==> src/rtl/mti_ctrl_pkg.sv <==
// MTI CPI scheduler shared types and defaults.
// FSM state enum, default geometry, canceller start depth.
package mti_ctrl_pkg;

  typedef enum logic [2:0] {
    IDLE,
    WAIT_SYNC,
    RECORD,
    ACC,
    DONE
  } state_e;

  localparam int unsigned DEF_N_RANGE = 512;
  localparam int unsigned DEF_N_PULSE = 16;
  localparam int unsigned DEF_TIMEOUT = 4096;

  // First pulse index at which the
  // canceller output is valid.
  localparam int unsigned MTI_START_DEPTH = 2;

endpackage

==> src/rtl/mti_bin_counter.sv <==
// Counter 0..N-1 with clear-to-zero, enable, terminal flag.
// clr_i wins over en_i; wraps to 0 after N-1 when enabled.
module mti_bin_counter #(
  parameter int unsigned N = 8,
  parameter int unsigned W = $clog2(N)
) (
  input  logic         clk,
  input  logic         rst_n,
  input  logic         clr_i,
  input  logic         en_i,
  output logic [W-1:0] cnt_o,
  output logic         tc_o
);

  logic [W-1:0] cnt_q, cnt_d;

  assign tc_o  = (cnt_q == W'(N - 1));
  assign cnt_o = cnt_q;

  always_comb begin
    cnt_d = cnt_q;
    if (clr_i) begin
      cnt_d = '0;
    end else if (en_i) begin
      cnt_d = tc_o ? '0 : cnt_q + W'(1);
    end
  end

  always_ff @(posedge clk or negedge rst_n) begin
    if (!rst_n) cnt_q <= '0;
    else        cnt_q <= cnt_d;
  end

endmodule

==> src/rtl/mti_cpi_scheduler.sv <==
// Sequences one CPI: wait PRF sync, record, accumulate, done.
// In: start/abort/prf_sync. Out: record/acc strobes, indices, status.
module mti_cpi_scheduler
  import mti_ctrl_pkg::*;
#(
  parameter int unsigned N_RANGE = DEF_N_RANGE,
  parameter int unsigned N_PULSE = DEF_N_PULSE,
  parameter int unsigned TIMEOUT = DEF_TIMEOUT,
  parameter int unsigned RW      = $clog2(N_RANGE),
  parameter int unsigned PW      = $clog2(N_PULSE)
) (
  input  logic          clk,
  input  logic          rst_n,
  input  logic          start,
  input  logic          abort,
  input  logic          prf_sync,
  output logic          rec_flag,
  output logic [RW-1:0] range_idx,
  output logic [PW-1:0] pulse_idx,
  output logic          mti_en,
  output logic          acc_en,
  output logic [RW-1:0] acc_bin,
  output logic          busy,
  output logic          done,
  output logic          sync_miss,
  output logic          timeout_err
);

  localparam int unsigned TW = $clog2(TIMEOUT);

  state_e        state_q, state_d;
  logic [PW-1:0] pulse_q, pulse_d;
  logic          miss_q, miss_d;
  logic          to_q, to_d;

  logic [RW-1:0] bin_cnt;
  logic          bin_tc;
  logic          bin_run;
  logic [TW-1:0] unused_wait_cnt;
  logic          wait_tc;
  logic          in_wait;
  logic          pulse_last;

  assign bin_run    = (state_q == RECORD) ||
                      (state_q == ACC);
  assign in_wait    = (state_q == WAIT_SYNC);
  assign pulse_last = (pulse_q == PW'(N_PULSE - 1));

  // One counter serves both the record
  // window and the accumulation sweep;
  // it wraps to 0 between them.
  mti_bin_counter #(
    .N (N_RANGE),
    .W (RW)
  ) u_bin_cnt (
    .clk   (clk),
    .rst_n (rst_n),
    .clr_i (abort | ~bin_run),
    .en_i  (bin_run),
    .cnt_o (bin_cnt),
    .tc_o  (bin_tc)
  );

  mti_bin_counter #(
    .N (TIMEOUT),
    .W (TW)
  ) u_wait_cnt (
    .clk   (clk),
    .rst_n (rst_n),
    .clr_i (abort | ~in_wait | prf_sync),
    .en_i  (in_wait),
    .cnt_o (unused_wait_cnt),
    .tc_o  (wait_tc)
  );

  always_comb begin
    state_d = state_q;
    pulse_d = pulse_q;
    miss_d  = miss_q;
    to_d    = to_q;
    if (abort) begin
      // Sticky flags survive an abort.
      if (state_q != IDLE) begin
        state_d = IDLE;
        pulse_d = '0;
      end
    end else begin
      unique case (state_q)
        IDLE: begin
          if (start) begin
            state_d = WAIT_SYNC;
            pulse_d = '0;
            miss_d  = 1'b0;
            to_d    = 1'b0;
          end
        end
        WAIT_SYNC: begin
          // Sync beats a coincident timeout.
          if (prf_sync) begin
            state_d = RECORD;
          end else if (wait_tc) begin
            state_d = IDLE;
            pulse_d = '0;
            to_d    = 1'b1;
          end
        end
        RECORD: begin
          if (prf_sync) miss_d = 1'b1;
          if (bin_tc) begin
            if (pulse_last) begin
              state_d = ACC;
            end else begin
              state_d = WAIT_SYNC;
              pulse_d = pulse_q + PW'(1);
            end
          end
        end
        ACC: begin
          if (bin_tc) state_d = DONE;
        end
        DONE: begin
          state_d = IDLE;
          pulse_d = '0;
        end
        default: begin
          state_d = IDLE;
          pulse_d = '0;
        end
      endcase
    end
  end

  always_ff @(posedge clk or negedge rst_n) begin
    if (!rst_n) begin
      state_q <= IDLE;
      pulse_q <= '0;
      miss_q  <= 1'b0;
      to_q    <= 1'b0;
    end else begin
      state_q <= state_d;
      pulse_q <= pulse_d;
      miss_q  <= miss_d;
      to_q    <= to_d;
    end
  end

  assign rec_flag    = (state_q == RECORD);
  assign acc_en      = (state_q == ACC);
  assign busy        = (state_q != IDLE);
  assign done        = (state_q == DONE);
  assign range_idx   = rec_flag ? bin_cnt : '0;
  assign acc_bin     = acc_en ? bin_cnt : '0;
  assign pulse_idx   = pulse_q;
  assign mti_en      = rec_flag &&
                       (pulse_q >= PW'(MTI_START_DEPTH));
  assign sync_miss   = miss_q;
  assign timeout_err = to_q;

endmodule
==> config.mk <==
export PLATFORM = sky130hd
export DESIGN_NAME = mti_cpi_scheduler
export DESIGN_NICKNAME = d
export VERILOG_FILES = /design/src/rtl/mti_ctrl_pkg.sv /design/src/rtl/mti_bin_counter.sv /design/src/rtl/mti_cpi_scheduler.sv
export SDC_FILE = /design/constraint.sdc
export NUM_CORES = 1
export LEC_CHECK = 0
export CORE_ASPECT_RATIO = 1.2
export CORE_MARGIN = 5
export CORE_UTILIZATION = 55
export CTS_CLUSTER_SIZE = 8
export DETAILED_ROUTE_END_ITERATION = 10
export PLACE_DENSITY = 0.95
export SLEW_MARGIN = 10
export SYNTH_ARGS = -nofsm -noshare
export SYNTH_HDL_FRONTEND = slang
export SYNTH_SLANG_ARGS = --single-unit
==> constraint.sdc <==
create_clock -name clk -period 6.2 [get_ports clk]
set_input_delay 1.86 -clock clk [delete_from_list [all_inputs] [get_ports clk]]
set_output_delay 1.86 -clock clk [all_outputs]
set_load 0.01 [all_outputs]
# After elaboration in Yosys (flattened, before gate mapping)
# Index checks and enable logic that the tools add are counted.
classes:
  add_sub_neg: 3
  multipliers: 0
  div_mod_pow: 0
  n_lt_le_gt_ge: 1
  n_eq_ne: 20
  shifts: 0
  n_mux: 31
  bitwise_logic: 6
  n_reduce_logical: 12
ops:
  columns: ["op", "n"]
  rows:
  - ["2-to-1 mux 9 bit", 5]
  - ["2-to-1 mux 12 bit", 3]
  - ["2-to-1 mux 4 bit", 7]
  - ["2-to-1 mux 3 bit", 7]
  - ["one-hot mux 4 bit (4 select lines)", 1]
  - ["adder 12 x 1 -> 12 bit, second input constant", 1]
  - ["equality test 12 bit, second input constant", 1]
  - ["one-hot mux 3 bit (4 select lines)", 1]
  - ["AND reduction 5 bit", 2]
  - ["adder 9 x 1 -> 9 bit, second input constant", 1]
  - ["equality test 9 bit, second input constant", 1]
  - ["!= test 3 x 2 -> 1 bit, second input constant", 3]
  - ["!= test 3 bit, second input constant", 3]
  - ["!= test 2 bit, second input constant", 4]
  - ["nonzero test 2 bit", 4]
  - ["AND reduction 7 bit", 1]
  - ["equality test 3 x 2 -> 1 bit, second input constant", 2]
  - ["adder 4 x 1 -> 4 bit, second input constant", 1]
  - ["equality test 4 bit, second input constant", 1]
  - ["greater-or-equal comparator 4 x 2 -> 1 bit, second input constant", 1]
  - ["2-to-1 mux 1 bit", 4]
  - ["!= test 2 x 1 -> 1 bit, second input constant", 2]
  - ["!= test 4 x 3 -> 1 bit, second input constant", 1]
  - ["one-hot mux 1 bit (2 select lines)", 2]
  - ["other kinds (10)", 14]
word_totals:
  regBits: 30
  latch_bits: 0
  ram_bits: 0
  rom_bits: 0
  input_bits: 5
  mem_count: 0

# Depth between registers and ports, before layout
depth:
  ltp_word: 5
  mapped_depth: 8
  ltp_nobuf: 8

# By module
# A second synthesis with hierarchy kept.
hier_totals:
  hier_cells: 202
  area_unflattened_um2: 1860.5
by_module_without_submodules:
  columns: ["module", "n_inst", "cells_each", "area_per_inst_um2", "seq_area_each_um2"]
  rows:
  - ["mti_cpi_scheduler", 1, 87, 713.2, 225.2]
  - ["mti_bin_counter at u_wait_cnt", 1, 62, 641.9, 300.3]
  - ["mti_bin_counter at u_bin_cnt", 1, 53, 505.5, 225.2]

# Worst setup path after synthesis
# OpenSTA, ideal clock, no wires.
synth_path:
  path_kind: "register -> output"
  startpoint: "register state_q[0]"
  endpoint: "output port mti_en"
  arrival_ns: 1.259
  required_time_ns: 4.340
  path_slack_ns: 3.081
  path_stages_with_launch: 4
  n_path_buf: 1
  path_cell_list: "dfrtp_1 clkbuf_1 nor3_1 o41a_1"
synth_via:
  elab_chain_cells: 2
synth_rtl:
  columns: ["item", "line", "rtl"]
  rows:
  - ["start: declaration", "mti_cpi_scheduler.sv:31", "state_e state_q, state_d;"]
  - ["start signal: assignment", "mti_cpi_scheduler.sv:140", "state_q <= state_d;"]
  - ["equality test 3 x 2 -> 1 bit", "mti_cpi_scheduler.sv:147", "assign rec_flag = (state_q == RECORD);"]
  - ["via rec_flag", "mti_cpi_scheduler.sv:17", "output logic rec_flag,"]
  - ["logical AND 1 bit", "mti_cpi_scheduler.sv:154", "assign mti_en = rec_flag &&"]
  - ["end: declaration", "mti_cpi_scheduler.sv:20", "output logic mti_en,"]
# The timed path passes the listed nets, and every way through them passes these cells.

# Final worst setup path
layout_path:
  startpoint: "register state_q[0]"
  endpoint: "output port range_idx[1]"
layout_via:
  elab_chain_cells: 2
layout_rtl:
  columns: ["item", "line", "rtl"]
  rows:
  - ["equality test 3 x 2 -> 1 bit", "mti_cpi_scheduler.sv:147", null]
  - ["2-to-1 mux 9 bit", "mti_cpi_scheduler.sv:151", "assign range_idx = rec_flag ? bin_cnt : '0;"]
  - ["end: declaration", "mti_cpi_scheduler.sv:18", "output logic [RW-1:0] range_idx,"]
# No other way between the ends.

==> impl_metrics.ini <==
[clock_network]
clock_path_buffers = 2
clk_pin_slew_ps = 90
cts_tree = built
clock_latency_ps = 340
cts_buffers = 5
ctsResizeCount = 0
cts.sinks = 30
cts-root-buf = clkbuf_4
htreeDepth = 2
post_cts_buffers = 0
postCtsHoldBufs = 0

[placement]
io_buffers = 33
place_inst = 245
place_congestion = 0.8604
dp_hpwl_um = 2616

[final_layout]
layout-drive-gt1-share_pct = 7.373
syn2layout_area_growth_pct = 23.87
antenna_cells = 0
fin_cells = 253
nFillCells = 246
fin_nets = 227
fin_util_pct = 69.89

[synthesis]
async_flop_share_pct = 100.0
post-synth-top-count-cell = dfrtp_1
syn-num-nets = 192
synth_top_flop_cell = dfrtp_1
ys_top_cells_by_area = dfrtp_1 44%, nor2_1 6.2%, and3_1 4.4%
synth_top_area_cell = dfrtp_1
ys_types = 38
synth-seq-area-share_pct = 44.35
synthTopCellsByCount = 30 x dfrtp_1, 28 x nor2_1, 12 x and3_1
ys_ff_latch = 30
synth-edff-count = 0
ys_warn_count = 0
synth_top_area_share_pct = 44.35
avgSynthCellArea_um2 = 9.353
synth_cells = 181
syn_area_um2 = 1693

[hold_path]
hold_depth = 1
min_to = u_wait_cnt.cnt_o[0]
hp-start = u_wait_cnt.cnt_o[0]
hold_path_class = flop to flop

[drt]
drc = 0
final_antenna_net_count = 0
drtPass1Iterations = 4
via_count = 1432
drt_first_iter_violations = 77
vias_per_cell = 5.660
wl_per_cell_um = 14.52
wl_um = 3673

[global_route]
grt_pass1_wl_um = 6182
grt_max_degree = 31
antenna_found_initial = 0
grt_pass1_vias = 1383
overflow = 0
track_usage_pct = 19.25

[timing]
rsz0062_at_grt = false
fin_setup_tns_ps = 0
period_needed_ps = 4149
finalCritPeriodShare_pct = 66.93
hold_viol_final = 0
setup_viol = 0
max_freq_mhz = 241.0
slew_violations = 0
relSlewSlack_pct = 56.35
tightest_slew_ps = 652.4
finClkSkew_ps = 13.06

[worst_setup_path]
end_kind = output pin
cp_max_fo = 15
crit_arrival_ps = 2290
startpoint_type = flop
required_ps = 4340
r2r-start = u_bin_cnt.cnt_o[0]
rr_endpoint = pulse_idx[1]
worstSetupPathType = flop to output pin
rr_worst_depth = 8
reg2reg_slack_ps = 3920

[floorplanning]
rows = 22
die_y_um = 70.78
die-area_um2 = 4292
initial_core_util_pct = 56.42
pin_count = 34
die_w_um = 60.65
coreArea_um2 = 3000

[flow_run]
cap_violations = 0

[pwr]
power_density_nw_per_um2 = 227.4
leakage_nw = 0.9494
irDropWorstVdd_v = 0.0001622

[outcome]
outcome = completed
==> cells in the final DEF (no fill, tap or decap), types with 2 or more instances in the layout <==
cell type        netlist  routed
ha_1                   6       6
nor3_1                 4       4
nor2b_1                2       2
a31oi_1                2       2
mux2i_1                3       3
clkbuf_4               0       5
a21oi_1                7       7
xnor2_1                7       7
nor2_1                28      28
nand3_1                8       8
and3_2                 2       2
o22ai_1                3       3
and2_1                11      11
and3_1                12      12
nand4_1                5       5
xor2_1                 8       8
clkdlybuf4s50_1        0      33
inv_1                  9       9
dfrtp_1               30      30
nand2_1               11      11
==> worst max-delay path, cell delays in order, from the launching register on <==
cell             delay (ps)
dfrtp_1                 540
nor2_1                  580
and3_1                  290
clkdlybuf4s50_1         540
==> logic make-up (layout without fill, tap and decap cells) <==
| logic type | after synthesis | count (layout) | share of synthesized area [%] |
|---|---|---|---|
| buffers and inverters | 15 | 51 | 4.286 |
| adders and majority gates | 6 | 6 | 4.434 |
| xor gates and xnor gates | 15 | 15 | 7.761 |
| and+or+nand+nor | 93 | 93 | 29.79 |
| muxes | 4 | 4 | 2.439 |
| AOI/OAI and AO/OA | 18 | 18 | 6.947 |
| DFF | 30 | 30 | 44.35 |
==> worst max-delay path by stage <==
stage               startpoint           end  slack, ps  depth (start not counted)
global route        state_q[0]  range_idx[8]       1940                          3
detailed placement  state_q[1]    acc_bin[2]       2470                          4
finish              state_q[0]  range_idx[1]       2050                          3
CTS                 state_q[1]    acc_bin[2]       2080                          4
floorplan           state_q[0]        mti_en       3080                          3
global placement    state_q[0]  range_idx[8]       2520                          3
==> routing by layer <==
metal / up-vias / GRT usage (%) / part of all wire (%)
met1: 680 / 23.22 / 39
li1: 686 / - / -
met5: - / 0 / 0
met3: 11 / 5.839 / 7.8
met4: 0 / 9.398 / 2.5
met2: 55 / 30.56 / 51
==> cell type report <==
type	count	area, um^2	share of cell area [%]
Inverter	9	33.78	1.611
Sequential cell	30	750.7	35.80
Clock inverter	1	5.005	0.2387
Multi-Input combinational cell	136	869.6	41.47
Clock buffer	7	55.05	2.625
Timing Repair Buffer	34	337.8	16.11
Tap cell	36	45.04	2.148
==> metrics by stage <==
| step | setup WS [ps] | power [mW] | hold slack, ps | cell area (um^2) |
|---|---|---|---|---|
| after floorplan | 3081 | 0.3195 | 443.4 | 1693 |
| after global placement | 2521 | 0.3540 | 465.9 | 2037 |
| after detailed placement | 2469 | 0.3582 | 482.5 | 2037 |
| after CTS | 2078 | 0.4829 | 500.9 | 2097 |
| after global routing | 1935 | 0.5079 | 540.5 | 2097 |
| final | 2051 | 0.4769 | 496.3 | 2097 |
==> where the power goes <==
part	leakage, nW	internal, mW	switching, mW	total (mW)
Clock	0.0353	0.0549	0.0671	0.122
Combinational	0.498	0.0523	0.0702	0.123
Sequential	0.417	0.205	0.0270	0.232
==> registers in the layout, summed over array words and instances (netlist names) <==
| name | cells |
|---|---|
| u_wait_cnt.cnt_o | 12 |
| u_bin_cnt.cnt_o | 9 |
| pulse_idx | 4 |
| state_q | 3 |
| sync_miss | 1 |
| timeout_err | 1 |
(Power assumes the default switching activity.)
